[config.mk]
export PLATFORM = sky130hd
export DESIGN_NAME = usb_eps_arb
export DESIGN_NICKNAME = d
export VERILOG_FILES = /design/src/rtl/usb_eps_arb.sv
export SDC_FILE = /design/constraint.sdc
export NUM_CORES = 1
export LEC_CHECK = 0
export BUFFER_PORTS_ARGS = -buffer_cell sky130_fd_sc_hd__buf_4
export CELL_PAD_IN_SITES_DETAIL_PLACEMENT = 1
export CELL_PAD_IN_SITES_GLOBAL_PLACEMENT = 2
export CORE_MARGIN = 4
export CORE_UTILIZATION = 31
export DETAILED_ROUTE_END_ITERATION = 8
export MAX_ROUTING_LAYER = met4
export PLACE_DENSITY_LB_ADDON = 0.1
export SYNTH_ARGS = -nofsm -noshare
export SYNTH_HDL_FRONTEND = slang
export SYNTH_SLANG_ARGS = --single-unit
[constraint.sdc]
create_clock -name clk -period 4.5 [get_ports clk]
set_clock_uncertainty 0.15 [all_clocks]
set_input_delay 0.9 -clock clk [delete_from_list [all_inputs] [get_ports clk]]
set_output_delay 0.9 -clock clk [all_outputs]
set_load 0.03 [all_outputs]
[src/rtl/usb_eps_arb.sv]
// Endpoint-status RAM arbiter: transaction engine > init sweep > bus, 3-stage pipe.
// Define USB_EPS_INIT_CLEAR_EN to compile in the post-reset clear sweep.
module usb_eps_arb #(
   parameter int ADDR_W = 8,
   parameter int DATA_W = 16
) (
   input  logic              clk,
   input  logic              rst,
   input  logic              tr_read_0,
   input  logic              tr_write_0,
   input  logic              tr_zero_0,
   input  logic [ADDR_W-1:0] tr_addr_0,
   input  logic [DATA_W-1:0] tr_wrdata_0,
   output logic [DATA_W-1:0] tr_rddata_3,
   input  logic              bus_req,
   input  logic              bus_we,
   input  logic [ADDR_W-1:0] bus_addr,
   input  logic [DATA_W-1:0] bus_wdata,
   output logic              bus_ack,
   output logic [DATA_W-1:0] bus_rdata,
   output logic [ADDR_W-1:0] ram_raddr,
   output logic [ADDR_W-1:0] ram_waddr,
   output logic              ram_re,
   output logic              ram_we,
   output logic [DATA_W-1:0] ram_wdata,
   input  logic [DATA_W-1:0] ram_rdata,
   output logic              init_busy
);

   typedef enum logic [1:0] {OWN_TR, OWN_INIT, OWN_BUS} own_t;

   typedef struct packed {
      logic              v;
      own_t              own;
      logic              we;
      logic [ADDR_W-1:0] addr;
      logic [DATA_W-1:0] data;
   } cmd_t;

   typedef enum logic [1:0] {IDLE, WAIT, HOLD} bus_st_t;

   cmd_t              nxt, s1, s2;
   logic              s3_v, s3_we;
   own_t              s3_own;
   logic [DATA_W-1:0] tr_hold;
   logic              tr_cmd, sweep_go, bus_go, tr_rd;
   logic [ADDR_W-1:0] sweep_addr;
   bus_st_t           bus_st, bus_nxt;

   assign tr_cmd   = tr_read_0 | tr_write_0;
   assign sweep_go = init_busy & ~tr_cmd;

`ifdef USB_EPS_INIT_CLEAR_EN
   // MSB of the counter flags sweep completion; it never wraps.
   logic [ADDR_W:0] sweep_cnt;

   always_ff @(posedge clk or posedge rst) begin
      if (rst)
         sweep_cnt <= '0;
      else if (sweep_go)
         sweep_cnt <= sweep_cnt + (ADDR_W+1)'(1);
   end

   assign init_busy  = ~sweep_cnt[ADDR_W];
   assign sweep_addr = sweep_cnt[ADDR_W-1:0];
`else
   assign init_busy  = 1'b0;
   assign sweep_addr = '0;
`endif

   always_comb begin
      bus_nxt = bus_st;
      bus_go  = 1'b0;
      case (bus_st)
         IDLE: if (bus_req && !tr_cmd && !init_busy) begin
            bus_go  = 1'b1;
            bus_nxt = WAIT;
         end
         WAIT: if (bus_ack) bus_nxt = HOLD;
         HOLD: bus_nxt = IDLE;
         default: bus_nxt = IDLE;
      endcase
   end

   always_comb begin
      nxt = '0;
      unique case (1'b1)
         tr_cmd: begin
            nxt.v    = 1'b1;
            nxt.own  = OWN_TR;
            nxt.we   = tr_write_0;
            nxt.addr = tr_addr_0;
            nxt.data = tr_zero_0 ? '0 : tr_wrdata_0;
         end
         sweep_go: begin
            nxt.v    = 1'b1;
            nxt.own  = OWN_INIT;
            nxt.we   = 1'b1;
            nxt.addr = sweep_addr;
         end
         bus_go: begin
            nxt.v    = 1'b1;
            nxt.own  = OWN_BUS;
            nxt.we   = bus_we;
            nxt.addr = bus_addr;
            nxt.data = bus_wdata;
         end
         default: ;
      endcase
   end

   assign tr_rd = s3_v & (s3_own == OWN_TR) & ~s3_we;

   always_ff @(posedge clk or posedge rst) begin
      if (rst) begin
         s1      <= '0;
         s2      <= '0;
         s3_v    <= 1'b0;
         s3_we   <= 1'b0;
         s3_own  <= OWN_TR;
         tr_hold <= '0;
         bus_st  <= IDLE;
      end else begin
         s1      <= nxt;
         s2      <= s1;
         s3_v    <= s2.v;
         s3_we   <= s2.we;
         s3_own  <= s2.own;
         bus_st  <= bus_nxt;
         if (tr_rd)
            tr_hold <= ram_rdata;
      end
   end

   // S2 drives the RAM; the RAM output register acts as the S3 data stage.
   assign ram_re    = s2.v & ~s2.we;
   assign ram_we    = s2.v & s2.we;
   assign ram_raddr = s2.addr;
   assign ram_waddr = s2.addr;
   assign ram_wdata = s2.data;

   assign bus_ack     = s3_v & (s3_own == OWN_BUS);
   assign bus_rdata   = (bus_ack && !s3_we) ? ram_rdata : '0;
   assign tr_rddata_3 = tr_rd ? ram_rdata : tr_hold;

endmodule

* Word level (Yosys, flattened, before mapping) *
Cells that the tools add are included.

cells by class
  equality and inequality tests = 4
  muxes and demuxes = 10
  bitwise operators = 8
  reductions and logical operators = 7

operators by type and width
  kind                  count
  $mux W16              3
  $pmux W16 S2          1
  $pmux W12 S2          1
  $and A1 B1 Y1         5
  $logic_not A2 Y1      2
  $mux W2               2
  $ne A2 B2 Y1 const B  2
  $pmux W2 S2           1
  $eq A2 B1 Y1 const B  1
  $eq A2 B2 Y1 const B  1
  $logic_and A1 B1 Y1   2
  $logic_not A1 Y1      2
  $mux W1               2
  $not A1 Y1            2
  $reduce_and A2 Y1     1
  $or A1 B1 Y1          1

storage, ports and cells
  flip-flop bits (word level) = 78
  input bits = 71
  word-level logic and storage cells = 44
  output and inout port bits = 68

* Longest topological paths before layout *
Gate-level depths: netlist (run 1).

  depth after elaboration = 6
  mapped depth = 4
  gate-level depth less buffers = 3

* Worst setup path before layout (run 1) *
Ideal clock, no wire load.

  path type = register to output
  from = reg s3_own[1]
  to = out tr_rddata_3[10]
  cell stages (with the launch flop) = 4
  buffers on the path = 1
  arrival time = 1.340 ns
  data required time = 3.450 ns
  slack = 2.110 ns
  path through = dfrtp_1 nor3b_4 buf_8 mux2_2

on the way
  longest elaborated chain between the ends = 4

RTL lines
  what                        line  RTL
  from (decl)                 44    own_t s3_own;
  from (signal assigned)      128   s3_own <= s2.own;
  $logic_not A2 Y1            112   assign tr_rd = s3_v & (s3_own == OWN_TR) & ~s3_we;
  $and A1 B1 Y1 (2 in a row)  112
  $mux W16                    n/a
  to (decl)                   14    output logic [DATA_W-1:0] tr_rddata_3,

Every way passes these cells.

* Final worst setup path (run 1) *
  from = reg s3_own[1]
  to = out tr_rddata_3[13]

The elaborated chain is that of the path after synthesis.

==> results of run 1 <==
[logic make-up (layout without fill, tap and decap cells)]
| family | Yosys count | count (layout) | share of synthesized area, % |
|---|---|---|---|
| buffers and inverters | 46 | 157 | 10.9 |
| AOI/OAI and AO/OA | 35 | 35 | 11.0 |
| and+or+nand+nor | 28 | 28 | 6.76 |
| DFF | 75 | 75 | 65.0 |
| muxes | 16 | 16 | 6.24 |
| other | 1 | 1 | 0.130 |
[critical path, cell delays in order, from the launching register on]
cell and delay, ns:
dfrtp_1 0.42, nor3b_4 0.74, mux2_2 0.43, buf_4 0.17
[registers in the layout, indices dropped and copies added (netlist names)]
signal     count
bus_st         2
ram_raddr      8
ram_wdata     16
s1            27
s2             3
s3_own         1
s3_v           1
s3_we          1
tr_hold       16
[routing by layer]
layer | share of wire (%) | GRT usage, % | up-vias
li1 | - | - | 875
met1 | 41 | 16.9 | 974
met2 | 50 | 22.3 | 84
met3 | 7.8 | 5.90 | 8
met4 | 0.74 | 3.13 | 0
met5 | 0 | - | -
[where the power goes]
group / total, uW / internal (uW) / switching (uW) / leakage [uW]
Sequential: 787 / 757 / 29.9 / 0.000931
Combinational: 457 / 188 / 268 / 0.000935
Clock: 554 / 271 / 282 / 0.000107
[worst max-delay path by stage]
stage | startpoint | end | slack, ns | depth (start not counted)
after detailed placement | s3_own[1] | tr_rddata_3[10] | 1.69 | 3
after CTS | s3_own[1] | tr_rddata_3[10] | 1.30 | 3
final | s3_own[1] | tr_rddata_3[13] | 1.35 | 3
after global routing | s3_own[1] | tr_rddata_3[1] | 1.23 | 3
after global placement | s3_own[1] | tr_rddata_3[13] | 1.71 | 3
after floorplan | rst | bus_st[0] | 1.54 | 1
[cell type report]
cell class | count | area (sq um) | share of cell area (%)
multi-input cells | 80 | 699 | 17.6
clock buffers | 9 | 124 | 3.11
well taps | 108 | 135 | 3.40
repair buffers | 138 | 1040 | 26.0
inverters | 3 | 12.5 | 0.315
clock inverters | 7 | 93.8 | 2.36
flip-flops and latches | 75 | 1880 | 47.2
[Yosys cell counts]
cell type,instances
and2_1,17
a32o_1,16
o2bb2ai_1,1
nor2_1,2
buf_4,33
clkbuf_1,4
inv_1,3
conb_1,1
or3b_2,1
buf_8,1
nor3b_4,2
nor2b_1,1
a31o_2,9
nor3_1,1
nand2b_1,1
o21a_1,8
dfrtp_1,75
mux2_2,16
buf_2,5
o21ba_2,1
nand2_1,2
and3b_2,1
[cells in the final DEF (no fill, tap or decap)]
master      netlist  final
buf_4            33    138
dfrtp_1          75     75
and2_1           17     17
a32o_1           16     16
mux2_2           16     16
a31o_2            9      9
clkbuf_8          0      9
o21a_1            8      8
nand2_1           2      2
inv_1             3      2
nor3b_4           2      2
inv_8             0      2
nor2_2            0      1
or3b_2            1      1
nor3_1            1      1
o21ba_2           1      1
and3b_2           1      1
nor2b_1           1      1
clkinv_2          0      1
nand2b_1          1      1
nor2_1            2      1
o2bb2ai_1         1      1
conb_1            1      1
bufinv_16         0      1
clkinvlp_4        0      1
inv_6             0      1
clkinv_4          0      1
clkinv_8          0      1
[stage by stage]
stage               total power, uW  cell area, sq um
finish                         1800              3980
CTS                            1830              3980
floorplan                      1110              2890
global placement               1260              3760
global route                   1890              3980
detailed placement             1270              3760
==> qor.yml, run 1 <==
worst_setup_path:
  reg2reg_slack_ns: 2.58
  critPathLaunchType: "register"
  critPathKind: "register to output port"
  endpoint_kind: "output port"
  crit_path_max_fanout: 16
  reg2reg_from: "bus_st[0]"
  crit_required_ns: 3.45
  rr_worst_depth: 2
  crit_arrival_ns: 2.10
  r2r-end: "s1[15]"
finish:
  fill_cells: 943
  diodes: 0
  area_delta_synth_final_pct: 37.7
  drive_gt1_share_pct: 59.6
  finish.utilization_pct: 44.7
  finalNetCount: 378
  layout.cells.non_filler: 420
outcome:
  outcome: "complete, no violations"
sta:
  rsz0062_at_grt: "no"
  fmax_mhz: 317
  fin_ws_ns: 1.35
  finalSetupViolCount: 0
  worst_pin_slew_ns: 1.20
  finalMaxSlewViolations: 0
  fin_crit_ns: 3.15
  setup-tns-final_ns: 0
  period_share_pct: 70.1
  hold_slack_ns: 0.201
  slew_headroom_pct: 19.7
  hold_viol: 0
routing:
  wl_per_cell_um: 17.2
  vias: 1941
  drt-total-wl_um: 7210
  drtIter0Drc: 94
  drtPass1Iterations: 4
  post_drt_via_cell_ratio: 4.62
  ant_nets: 0
  drc: 0
yosys:
  syn-num-nets: 272
  synth_cell_type_count: 22
  synthTopCellsByArea: "dfrtp_1 65%, buf_4 8.6%, mux2_2 6.2%, a32o_1 5.5%, and2_1 3.7%"
  yosysWarnings: 0
  syn_area_per_cell_sq_um: 14.4
  yosysSeqAreaShare_pct: 65.0
  synth_top_cell_by_area: "dfrtp_1"
  yosys.area.top_type_share_pct: 65.0
  synthesis.instances: 201
  synth_area_sq_um: 2890
  ys_ff_latch: 75
cts:
  htree_levels: 3
  cts.path.max_buffers: 2
  path_clk_slew_ns: 0.09
  cts_resized: 0
  cts_sinks: 75
  clk_latency_ns: 0.35
  cts_buffers: 9
  cts_setup_buffers: 0
  cts_root_buf: "clkbuf_8"
  ctsHoldBuffers: 0
  cts_tree: "built"
floorplan:
  io_pins: 139
  core-area_sq_um: 8890
  die_h_um: 105
  die-area_sq_um: 10900
  num_rows: 34
  start_util_pct: 32.5
  die-width_um: 105
global_route:
  grt_usage_pct: 14.1
  grt_overflow: 0
  grt_pass1_wl_um: 11700
  grt_max_degree: 41
  antenna_found_initial: 0
  grt_pass1_vias: 2102
flow_run:
  maxCapViolations: 0
placed_design:
  dp_hpwl_um: 5180
  place_congestion: 0.705
  dp_cells: 404
  port_buffers: 137
  dp_slack_ns: 1.69
worst_hold_path:
  min_to: "s2[27]"
  hp-class: "register to register"
  holdCritStartpoint: "s1[27]"
  whs_path_depth: 0
power:
  power.density_nw_per_um2: 452
  leakage_uw: 0.00197
  ir_worst_vdd_mv: 0.150
Note: power is estimated with default switching activity, not from simulation.
==> run 2: changes to the inputs <==
--- a/config.mk
+++ b/config.mk
@@ -9,7 +9,7 @@
 export CELL_PAD_IN_SITES_DETAIL_PLACEMENT = 1
 export CELL_PAD_IN_SITES_GLOBAL_PLACEMENT = 2
 export CORE_MARGIN = 4
-export CORE_UTILIZATION = 31
+export CORE_UTILIZATION = 26
 export DETAILED_ROUTE_END_ITERATION = 8
 export MAX_ROUTING_LAYER = met4
 export PLACE_DENSITY_LB_ADDON = 0.1
==> constraint.sdc (replaced) <==
create_clock -name clk -period 2.6 [get_ports clk]
set_clock_uncertainty 0.15 [all_clocks]
set_input_delay 0.52 -clock clk [delete_from_list [all_inputs] [get_ports clk]]
set_output_delay 0.52 -clock clk [all_outputs]
set_load 0.03 [all_outputs]
==> qor.yml, run 2 (synthesized netlist as in run 1, its figures left out) <==
routing:
  ant_nets: 0
  drtPass1Iterations: 4
  post_drt_via_cell_ratio: 4.17
  drtIter0Drc: 56
  wl_per_cell_um: 15.9
  vias: 1911
  drt-total-wl_um: 7290
  drc: 0
power:
  power_frac_clock_pct: 29.8
  ir_worst_vdd_mv: 0.264
  power.density_nw_per_um2: 761
  leakage_uw: 0.00199
  sequentialPowerShare_pct: 44.1
  swShare_pct: 30.5
  p_comb_share_pct: 26.0
  p_int_uw: 2150
  p_sw_uw: 940
worst_hold_path:
  hp-class: "primary input to asynchronous set/reset pin"
finish:
  finalNetCount: 384
  drive_gt1_share_pct: 60.4
  final_cell_mix: "144 x buf_4, 75 x dfrtp_1, 17 x and2_1"
  mostFrequentLayoutCell: "buf_4"
  layout.cells.non_filler: 458
  largest-register: "s1"
  fill_cells: 1167
  largest_register_ffs: 27
  area_delta_synth_final_pct: 40.5
  diodes: 0
global_route:
  grt_max_degree: 29
  grt_overflow: 0
  grt_pass1_vias: 2100
  antenna_found_initial: 0
  grt_pass1_wl_um: 11500
  grt_usage_pct: 12.0
worst_setup_path:
  endpoint_kind: "output port"
  critPathKind: "register to output port"
  crit_required_ns: 1.93
  critPathLaunchType: "register"
  crit_arrival_ns: 1.72
  crit_path_max_fanout: 11
cts:
  ctsHoldBuffers: 0
  cts_sinks: 75
  cts.path.max_buffers: 2
  htree_levels: 3
  cts_tree: "built"
  cts_setup_buffers: 0
  path_clk_slew_ns: 0.08
  cts_resized: 0
  clk_latency_ns: 0.34
  cts_root_buf: "clkbuf_8"
  cts_buffers: 9
sta:
  period_share_pct: 91.8
  rsz0062_at_grt: "no"
  fmax_mhz: 419
  worst_pin_slew_ns: 0.533
  fin_ws_ns: 0.214
  slew_headroom_pct: 64.4
  fin_crit_ns: 2.39
  hold_slack_ns: 0.0287
  setup-tns-final_ns: 0
  hold_viol: 0
  finalSetupViolCount: 0
  finalMaxSlewViolations: 0
placed_design:
  dp_cells: 442
  port_buffers: 137
  dp_hpwl_um: 5540
  place_congestion: 0.761
  dp_slack_ns: 0.547
floorplan:
  start_util_pct: 26.6
  num_rows: 38
  die-width_um: 113
  core-area_sq_um: 10800
  io_pins: 139
  die_h_um: 113
  die-area_sq_um: 12900
flow_run:
  maxCapViolations: 0
outcome:
  outcome: "complete, no violations"
==> run 2: critical path, stage by stage, from the launching register on <==
cell	delay [ns]
dfrtp_1	0.42
nor3b_4	0.20
buf_4	0.22
mux2_2	0.37
buf_4	0.17
==> run 2: cell type report <==
cell class	count	area (sq um)	share of cell area [%]
flip-flops and latches	75	1880	46.3
inverters	3	12.5	0.308
clock inverters	5	61.3	1.51
well taps	140	175	4.32
clock buffers	11	151	3.73
multi-input cells	80	699	17.2
repair buffers	144	1080	26.6
==> run 2: through the flow <==
stage | util, % | cell area [sq um] | power (uW)
2_1_floorplan | - | 2890 | 1920
3_3_place_gp | 35.5 | 3840 | 2200
3_5_place_dp | 35.5 | 3840 | 2210
4_1_cts | 37.4 | 4060 | 3160
5_1_grt | 37.4 | 4060 | 3260
6_report | 37.4 | 4060 | 3090
==> run 2: power groups by stage <==
stage	combinational, uW	sequential [uW]	clock (uW)
global placement	817	1380	0
global route	862	1380	1020
floorplan	551	1370	0
finish	804	1360	921
detailed placement	821	1390	0
CTS	822	1370	969
==> run 2: final timing paths <==
check	startpoint	end	slack [ns]	cells past startpoint
worst max register to register	bus_st[0]	s1[7]	0.95	3
min in group clk	s1[12]	ram_wdata[12]	0.20	0
max in group asynchronous	rst	ram_wdata[15]	1.57	3
worst min-delay path	rst	ram_wdata[8]	0.03	2
worst max-delay path	s3_own[1]	tr_rddata_3[13]	0.21	4
worst min register to register	s1[12]	ram_wdata[12]	0.20	0
==> run 2: metal layers <==
metal | global-route usage, % | routed length (um) | vias to the layer above
li1 | - | - | 883
met1 | 14.4 | 2990 | 941
met2 | 18.7 | 3590 | 83
met3 | 5.20 | 653 | 4
met4 | 2.88 | 51 | 0
met5 | - | 0 | -
==> run 3: changes to the inputs <==
--- a/config.mk
+++ b/config.mk
@@ -11,6 +11,7 @@
 export CORE_MARGIN = 4
 export CORE_UTILIZATION = 26
 export DETAILED_ROUTE_END_ITERATION = 8
+export HOLD_SLACK_MARGIN = 0.06
 export MAX_ROUTING_LAYER = met4
 export PLACE_DENSITY_LB_ADDON = 0.1
 export SYNTH_ARGS = -nofsm -noshare
==> qor.yml, run 3 (synthesized netlist as in run 1, its figures left out) <==
outcome:
  outcome: "complete, no violations"
sta:
  slew_headroom_pct: 64.4
  hold_viol: 0
  setup-tns-final_ns: 0
  rsz0062_at_grt: "no"
  finalSetupViolCount: 0
  fin_ws_ns: 0.214
  finalMaxSlewViolations: 0
  fin_crit_ns: 2.39
  period_share_pct: 91.8
  worst_pin_slew_ns: 0.533
  fmax_mhz: 419
placed_design:
  place_congestion: 0.761
  port_buffers: 137
  dp_cells: 442
  dp_hpwl_um: 5540
  dp_slack_ns: 0.547
finish:
  largest-register: "s1"
  finalNetCount: 385
  largest_register_ffs: 27
  fill_cells: 1166
  diodes: 0
  drive_gt1_share_pct: 60.2
  mostFrequentLayoutCell: "buf_4"
  area_delta_synth_final_pct: 40.9
  final_cell_mix: "144 x buf_4, 75 x dfrtp_1, 17 x and2_1"
  layout.cells.non_filler: 459
routing:
  vias: 1918
  wl_per_cell_um: 15.9
  drc: 0
  post_drt_via_cell_ratio: 4.18
  drt-total-wl_um: 7290
  drtIter0Drc: 58
  drtPass1Iterations: 4
  ant_nets: 0
global_route:
  grt_pass1_vias: 2100
  grt_overflow: 0
  grt_usage_pct: 12.0
  antenna_found_initial: 0
  grt_max_degree: 29
  grt_pass1_wl_um: 11500
worst_setup_path:
  crit_path_max_fanout: 11
  crit_arrival_ns: 1.72
  critPathKind: "register to output port"
  crit_required_ns: 1.93
  critPathLaunchType: "register"
  endpoint_kind: "output port"
floorplan:
  io_pins: 139
  die_h_um: 113
  die-area_sq_um: 12900
  core-area_sq_um: 10800
  start_util_pct: 26.6
  die-width_um: 113
  num_rows: 38
power:
  power.density_nw_per_um2: 760
  ir_worst_vdd_mv: 0.264
  leakage_uw: 0.00200
cts:
  path_clk_slew_ns: 0.08
  htree_levels: 3
  cts_root_buf: "clkbuf_8"
  cts.path.max_buffers: 2
  cts_buffers: 9
  cts_tree: "built"
  cts_setup_buffers: 0
  cts_sinks: 75
  clk_latency_ns: 0.34
worst_hold_path:
  hp-class: "register to register"
flow_run:
  maxCapViolations: 0
-- run 3: changes by cell type in the layout (fill, tap and decap cells not counted) --
cell | before | now
dlygate4sd3_1 | 0 | 1
-- run 3: area by class of cell --
class	count	area, sq um	area share [%]
clock inverters	5	61.3	1.51
inverters	3	12.5	0.308
clock buffers	11	151	3.72
well taps	140	175	4.31
flip-flops and latches	75	1880	46.1
repair buffers	145	1090	26.8
multi-input cells	80	699	17.2
-- run 3: where the power goes --
group | internal [uW] | switching (uW)
combinational | 341 | 465
sequential | 1310 | 51.7
clock | 497 | 425
total | 2150 | 941
-- run 3: timing repair --
action | 4_1_cts | 5_1_grt
hold buffers | 1 | 0
gates resized for setup | 0 | 0
hold endpoints to repair | 25 | 0
-- run 3: metal layers --
| metal | vias to the layer above | wire [um] | track usage [%] |
|---|---|---|---|
| li1 | 884 | - | - |
| met3 | 4 | 653 | 5.20 |
| met4 | 0 | 51 | 2.88 |
| met1 | 947 | 2990 | 14.4 |
| met5 | - | 0 | - |
| met2 | 83 | 3590 | 18.7 |
-- run 3: stage by stage --
step | cell area (sq um) | total power [uW] | util [%] | hold WS, ns
detailed placement | 3840 | 2210 | 35.5 | 0.186
floorplan | 2890 | 1920 | - | 0.181
global placement | 3840 | 2200 | 35.5 | 0.181
global route | 4070 | 3270 | 37.5 | 0.202
finish | 4070 | 3090 | 37.5 | 0.197
CTS | 4070 | 3160 | 37.5 | 0.196
-- run 3: worst max-delay path, cell delays in order (launching register included) --
cell and delay (ns):
dfrtp_1 0.42, nor3b_4 0.20, buf_4 0.22, mux2_2 0.37
buf_4 0.17
-- run 3: worst paths after layout --
path / start / to / slack (ns) / cells past startpoint
max: s3_own[1] / tr_rddata_3[13] / 0.21 / 4
min: s1[12] / ram_wdata[12] / 0.20 / 0
max reg2reg: bus_st[0] / s1[7] / 0.95 / 3
min reg2reg: s1[12] / ram_wdata[12] / 0.20 / 0
max in group asynchronous: rst / ram_wdata[15] / 1.01 / 4
min in group asynchronous: rst / ram_wdata[8] / 0.59 / 3
